===== src/rtl/lcd_write_scheduler.sv =====
// rtl/lcd_write_scheduler.sv - shares one HD44780 write-only bus between NUM_REQ requesters, with power-up init
// Optional LCD_ADDR_SKIP_EN: omit the set-address command when the LCD cursor already sits on the target address.
module lcd_write_scheduler #(
  parameter int NUM_REQ        = 4,
  parameter int E_HIGH_CYC     = 12,
  parameter int CMD_WAIT_CYC   = 2000,
  parameter int CLEAR_WAIT_CYC = 80000,
  parameter int PWRUP_WAIT_CYC = 1000000
) (
  input  logic                   clock,
  input  logic                   reset,
  input  logic [NUM_REQ-1:0]     req,
  input  logic [7*NUM_REQ-1:0]   req_addr,
  input  logic [8*NUM_REQ-1:0]   req_data,
  output logic [NUM_REQ-1:0]     grant,
  output logic                   ready,
  output logic                   busy,
  output logic [7:0]             lcd_d,
  output logic                   lcd_rs,
  output logic                   lcd_rw,
  output logic                   lcd_e
);
  localparam int MAX_A   = (PWRUP_WAIT_CYC > CLEAR_WAIT_CYC) ? PWRUP_WAIT_CYC : CLEAR_WAIT_CYC;
  localparam int MAX_B   = (CMD_WAIT_CYC > E_HIGH_CYC) ? CMD_WAIT_CYC : E_HIGH_CYC;
  localparam int MAX_CYC = (MAX_A > MAX_B) ? MAX_A : MAX_B;
  localparam int CW      = $clog2(MAX_CYC + 1);
  localparam int PW      = (NUM_REQ > 1) ? $clog2(NUM_REQ) : 1;

  typedef enum logic [3:0] {
    PWRUP, INIT_SETUP, INIT_PULSE, INIT_HOLD, IDLE,
    ADDR_SETUP, ADDR_PULSE, ADDR_HOLD, DATA_SETUP, DATA_PULSE, DATA_HOLD
  } state_t;

  state_t        state, state_next;
  logic [CW-1:0] cnt, cnt_next, limit;
  logic [1:0]    init_idx, init_idx_next;
  logic [PW-1:0] ptr, ptr_next, sel;
  logic [6:0]    addr_q, addr_next;
  logic [7:0]    data_q, data_next, init_cmd;
  logic          found, done;
  int            scan;
  logic [6:0]    addr_arr [NUM_REQ];
  logic [7:0]    data_arr [NUM_REQ];
`ifdef LCD_ADDR_SKIP_EN
  logic [6:0]    cursor, cursor_next;
  logic          cursor_valid, cursor_valid_next;
`endif

  for (genvar g = 0; g < NUM_REQ; g++) begin : g_split
    assign addr_arr[g] = req_addr[7*g +: 7];
    assign data_arr[g] = req_data[8*g +: 8];
  end

  always_ff @(posedge clock) begin
    if (reset) begin
      state    <= PWRUP;
      cnt      <= '0;
      init_idx <= '0;
      ptr      <= '0;
      addr_q   <= '0;
      data_q   <= '0;
`ifdef LCD_ADDR_SKIP_EN
      cursor       <= '0;
      cursor_valid <= 1'b0;
`endif
    end else begin
      state    <= state_next;
      cnt      <= cnt_next;
      init_idx <= init_idx_next;
      ptr      <= ptr_next;
      addr_q   <= addr_next;
      data_q   <= data_next;
`ifdef LCD_ADDR_SKIP_EN
      cursor       <= cursor_next;
      cursor_valid <= cursor_valid_next;
`endif
    end
  end

  always_comb begin
    case (init_idx)
      2'd0:    init_cmd = 8'h38;
      2'd1:    init_cmd = 8'h0C;
      2'd2:    init_cmd = 8'h06;
      default: init_cmd = 8'h01;
    endcase
  end

  // Terminal count of the current state; cnt restarts at 0 on every state entry.
  always_comb begin
    limit = '0;
    case (state)
      PWRUP:                              limit = CW'(PWRUP_WAIT_CYC - 1);
      INIT_PULSE, ADDR_PULSE, DATA_PULSE: limit = CW'(E_HIGH_CYC - 1);
      INIT_HOLD: limit = (init_idx == 2'd3) ? CW'(CLEAR_WAIT_CYC - 1) : CW'(CMD_WAIT_CYC - 1);
      ADDR_HOLD, DATA_HOLD:               limit = CW'(CMD_WAIT_CYC - 1);
      default:                            limit = '0;
    endcase
  end

  assign done = (cnt == limit);

  // First asserted request at or above the pointer, wrapping.
  always_comb begin
    found = 1'b0;
    sel   = '0;
    scan  = 0;
    for (int k = 0; k < NUM_REQ; k++) begin
      scan = (int'(ptr) + k) % NUM_REQ;
      if (!found && req[PW'(scan)]) begin
        found = 1'b1;
        sel   = PW'(scan);
      end
    end
  end

  always_comb begin
    state_next    = state;
    cnt_next      = cnt + 1'b1;
    init_idx_next = init_idx;
    ptr_next      = ptr;
    addr_next     = addr_q;
    data_next     = data_q;
`ifdef LCD_ADDR_SKIP_EN
    cursor_next       = cursor;
    cursor_valid_next = cursor_valid;
`endif
    grant  = '0;
    ready  = 1'b1;
    busy   = 1'b1;
    lcd_d  = 8'h00;
    lcd_rs = 1'b0;
    lcd_rw = 1'b0;
    lcd_e  = 1'b0;
    case (state)
      PWRUP: begin
        ready = 1'b0;
`ifdef LCD_ADDR_SKIP_EN
        cursor_valid_next = 1'b0;
`endif
        if (done) begin
          state_next    = INIT_SETUP;
          init_idx_next = 2'd0;
        end
      end
      INIT_SETUP: begin
        ready      = 1'b0;
        lcd_d      = init_cmd;
        state_next = INIT_PULSE;
      end
      INIT_PULSE: begin
        ready = 1'b0;
        lcd_d = init_cmd;
        lcd_e = 1'b1;
        if (done) state_next = INIT_HOLD;
      end
      INIT_HOLD: begin
        ready = 1'b0;
        lcd_d = init_cmd;
        if (done) begin
          if (init_idx == 2'd3) begin
            state_next = IDLE;
          end else begin
            init_idx_next = init_idx + 2'd1;
            state_next    = INIT_SETUP;
          end
        end
      end
      IDLE: begin
        busy = 1'b0;
        if (found) begin
          grant[sel] = 1'b1;
          addr_next  = addr_arr[sel];
          data_next  = data_arr[sel];
          ptr_next   = (sel == PW'(NUM_REQ - 1)) ? '0 : sel + 1'b1;
          state_next = ADDR_SETUP;
`ifdef LCD_ADDR_SKIP_EN
          if (cursor_valid && addr_arr[sel] == cursor) state_next = DATA_SETUP;
`endif
        end
      end
      ADDR_SETUP: begin
        lcd_d      = {1'b1, addr_q};
        state_next = ADDR_PULSE;
      end
      ADDR_PULSE: begin
        lcd_d = {1'b1, addr_q};
        lcd_e = 1'b1;
        if (done) state_next = ADDR_HOLD;
      end
      ADDR_HOLD: begin
        lcd_d = {1'b1, addr_q};
        if (done) state_next = DATA_SETUP;
      end
      DATA_SETUP: begin
        lcd_rs     = 1'b1;
        lcd_d      = data_q;
        state_next = DATA_PULSE;
      end
      DATA_PULSE: begin
        lcd_rs = 1'b1;
        lcd_d  = data_q;
        lcd_e  = 1'b1;
        if (done) state_next = DATA_HOLD;
      end
      DATA_HOLD: begin
        lcd_rs = 1'b1;
        lcd_d  = data_q;
        if (done) begin
          state_next = IDLE;
`ifdef LCD_ADDR_SKIP_EN
          // The LCD auto-increments; the two line ends jump to the other line.
          cursor_next = (addr_q == 7'h27) ? 7'h40 :
                        (addr_q == 7'h67) ? 7'h00 : addr_q + 7'd1;
          cursor_valid_next = 1'b1;
`endif
        end
      end
      default: state_next = PWRUP;
    endcase
    if (state_next != state || state_next == IDLE) cnt_next = '0;
  end
endmodule

===== config.mk =====
export PLATFORM = sky130hd
export DESIGN_NAME = lcd_write_scheduler
export DESIGN_NICKNAME = d
export VERILOG_FILES = /design/src/rtl/lcd_write_scheduler.sv
export SDC_FILE = /design/constraint.sdc
export NUM_CORES = 1
export LEC_CHECK = 0
export BUFFER_PORTS_ARGS = -buffer_cell sky130_fd_sc_hd__buf_4
export CAP_MARGIN = 20
export CORE_UTILIZATION = 40
export CTS_BUF_LIST = sky130_fd_sc_hd__clkbuf_16
export CTS_CLUSTER_DIAMETER = 150
export DETAILED_ROUTE_END_ITERATION = 12
export GPL_TIMING_DRIVEN = 0
export SLEW_MARGIN = 0
export SYNTH_ARGS = -nofsm -noshare
export SYNTH_HDL_FRONTEND = slang
export SYNTH_SLANG_ARGS = --single-unit

===== constraint.sdc =====
create_clock -name clock -period 6.5 [get_ports clock]
set_clock_uncertainty 0.15 [all_clocks]
set_input_delay 1.3 -clock clock [delete_from_list [all_inputs] [get_ports clock]]
set_output_delay 1.3 -clock clock [all_outputs]
set_load 0.01 [all_outputs]

==> results.yml <==
yosys:
  synth-xor-area-share_pct: 5.565
  avgSynthCellArea_um2: 8.307
  synth_cells: 360
  mappedNetlistNets: 437
  ys_warn_count: 0
  syn_area_um2: 2990
  async_flop_share_pct: 0
  synth-simple-area-share_pct: 23.60
  yosysUniqueCellTypes: 55
  synth_commonest_cells: "dfxtp_1 (43), nor2_1 (36), mux2i_1 (32), nand3_1 (32), o21ai_0 (24)"
  synth_top_family_by_area: "simple AND/OR/NAND/NOR gates"
  yosysTopAreaCell: "dfxtp_1"
  synth_edf_count: 0
  ys_ff_latch: 43
  synth_compound_area_share_pct: 15.31
  synth_area_leaders: "dfxtp_1 (29%), mux2i_1 (11%), mux2_2 (6.0%), nand3_1 (5.4%), ha_1 (4.6%)"
  synth_fa_ha_area_share_pct: 4.603
  yosysMostFrequentCell: "dfxtp_1"
  synth_ff_type: "dfxtp_1"
  synth_top_area_share_pct: 28.79
  ys_seq_area_share_pct: 28.79
  synthMuxAreaShare_pct: 16.74
routing:
  first_pass_iters: 5
  wl_um: 7966
  drtIter0Drc: 113
  routedWlPerCell_um: 14.56
  vias_per_cell: 5.411
  ant_nets: 0
  vias: 2960
  drc: 0
status:
  outcome: "completed"
grt:
  grt_pass1_vias: 2713
  antenna_found_initial: 0
  grt_pass1_wl_um: 12800
  overflow: 0
  grt_max_degree: 14
  grtUsageTotal_pct: 21.09
setup_path:
  critPathSlowestCell: "a21oi_1"
  cp_max_fo: 11
  end_kind: "output pin"
  worst_ep_required_time_ns: 5.05
  cpPeakStageDelay_ns: 0.62
  cp-startpoint: "req[0]"
  start_kind: "input port"
  crit_path_cell_trace: "buf_4, nor2b_1, a21oi_1, o22ai_1, a21oi_1, buf_2, inv_1, ha_1, and2_1, buf_4"
  rr_startpoint: "state[2]$_SDFF_PP0_"
  crit_arrival_ns: 3.35
  critical_path_class: "input port to output pin"
floorplan:
  ios: 83
  start_util_pct: 41.23
  die_w_um: 88.47
  dieArea_um2: 7826
  core-area_um2: 7253
  rows: 31
  die_h_um: 88.47
job:
  cap_violations: 0
cts:
  clock-sinks: 43
  cts_root_buf: "clkbuf_16"
  cts_tree: "built"
  cts_max_level: 2
  insertion_delay_ns: 0.29
  max-clock-path-buffers: 2
  cts_resized: 0
  cts_setup_buffers: 0
  clk_pin_slew_ns: 0.06
  cts.hold.buffers_added: 0
  cts_buffers: 5
power:
  peakVddDrop_mv: 0.09271
  power_density_nw_per_um2: 154.0
  total_leakage_power_uw: 0.001740
timing:
  rsz0062_at_grt: "no"
  slew-limit-headroom_pct: 47.81
  setup_viol: 0
  fin_crit_ns: 4.804
  whs_ns: 0.3211
  slew_violations: 0
  tightest_slew_ns: 0.7829
  tns_ns: 0
  fmax_ghz: 0.2082
  min_period_over_period_pct: 73.91
  finalHoldViolCount: 0
placement:
  dpl.hpwl_um: 6309
  portBuffers: 80
  routabilityCongestion: 0.9214
  postPlaceCellArea_um2: 3715
final_layout:
  num_antenna_cells: 0
  final_area_um2: 3856
  synthToLayoutAreaGrowth_pct: 28.95
  nNetsFinal: 524
  drive_gt1_share_pct: 27.46
hold_path:
  hold_class: "flip-flop to flip-flop"
  worstHoldStart: "addr_q[3]$_SDFFE_PP0P_"
-- routing by layer --
layer  up-vias  global-route usage (%)  part of all wire [%]
li1       1473                       -                     -
met1      1396                   28.25                    47
met2        81                   35.66                    48
met3        10                   2.705                   4.2
met4         0                   5.718                   1.3
met5         -                       0                     0
-- cell type report --
cell class | instances | area [um^2]
fillers | 747 | 3397
multi-input cells | 285 | 1972
flip-flops and latches | 43 | 860.8
repair buffers | 80 | 600.6
clock buffers | 5 | 125.1
well taps | 99 | 123.9
plain buffers | 19 | 108.9
inverters | 13 | 48.80
clock inverters | 3 | 16.27
-- registers in the layout (all words and copies together), names as in the netlist --
signal	cells
state	4
ptr	2
cnt	20
data_q	8
init_idx	2
addr_q	7
-- path summary, 6_finish.rpt --
kind                             to  cells past startpoint  slack (ns)
max                        grant[2]                     10        1.70
min          addr_q[3]$_SDFFE_PP0P_                      2        0.32
max reg2reg       cnt[3]$_SDFF_PP0_                      8        3.56
min reg2reg  addr_q[3]$_SDFFE_PP0P_                      2        0.32
-- cells by family (layout without fill, tap and decap cells) --
| kind of cell | after synthesis | count (layout) |
|---|---|---|
| muxes | 48 | 48 |
| buffers and inverters | 32 | 120 |
| AOI/OAI and AO/OA | 69 | 69 |
| and+or+nand+nor | 137 | 137 |
| other | 1 | 1 |
| adders and majority gates | 11 | 11 |
| xor gates and xnor gates | 19 | 19 |
| DFF | 43 | 43 |
-- placed cells by master (no fill, tap or decap), types with 12 or more instances in the layout --
master,instances
a21oi_1,12
buf_4,84
dfxtp_1,43
inv_1,14
mux2_2,16
mux2i_1,32
nand2_1,20
nand3_1,32
nor2_1,36
o21ai_0,24
-- worst max-delay path, delay by kind of cell --
family | cells | cell delay, ns
AO/OA/AOI/OAI | 3 | 0.82
adder cells (fa/ha/maj) | 1 | 0.20
buffers and inverters | 4 | 0.76
AND/OR/NAND/NOR | 2 | 0.26
-- power by group --
group          switching [uW]  internal (uW)  leakage, uW
logic                    31.5           49.8      0.00132
clock network             105            140    0.0000710
registers                2.52            265     0.000347
-- through the flow --
step | cells | worst slack, ns | util, % | total power [uW]
after floorplan | 360 | 2.226 | - | 315.4
after global placement | 539 | 1.694 | 51.22 | 354.3
after detailed placement | 539 | 1.663 | 51.22 | 355.8
after CTS | 547 | 1.666 | 53.17 | 600.2
after global routing | 547 | 1.461 | 53.17 | 618.0
final | 547 | 1.696 | 53.17 | 594.0
Note: power is estimated with default switching activity, not from simulation.
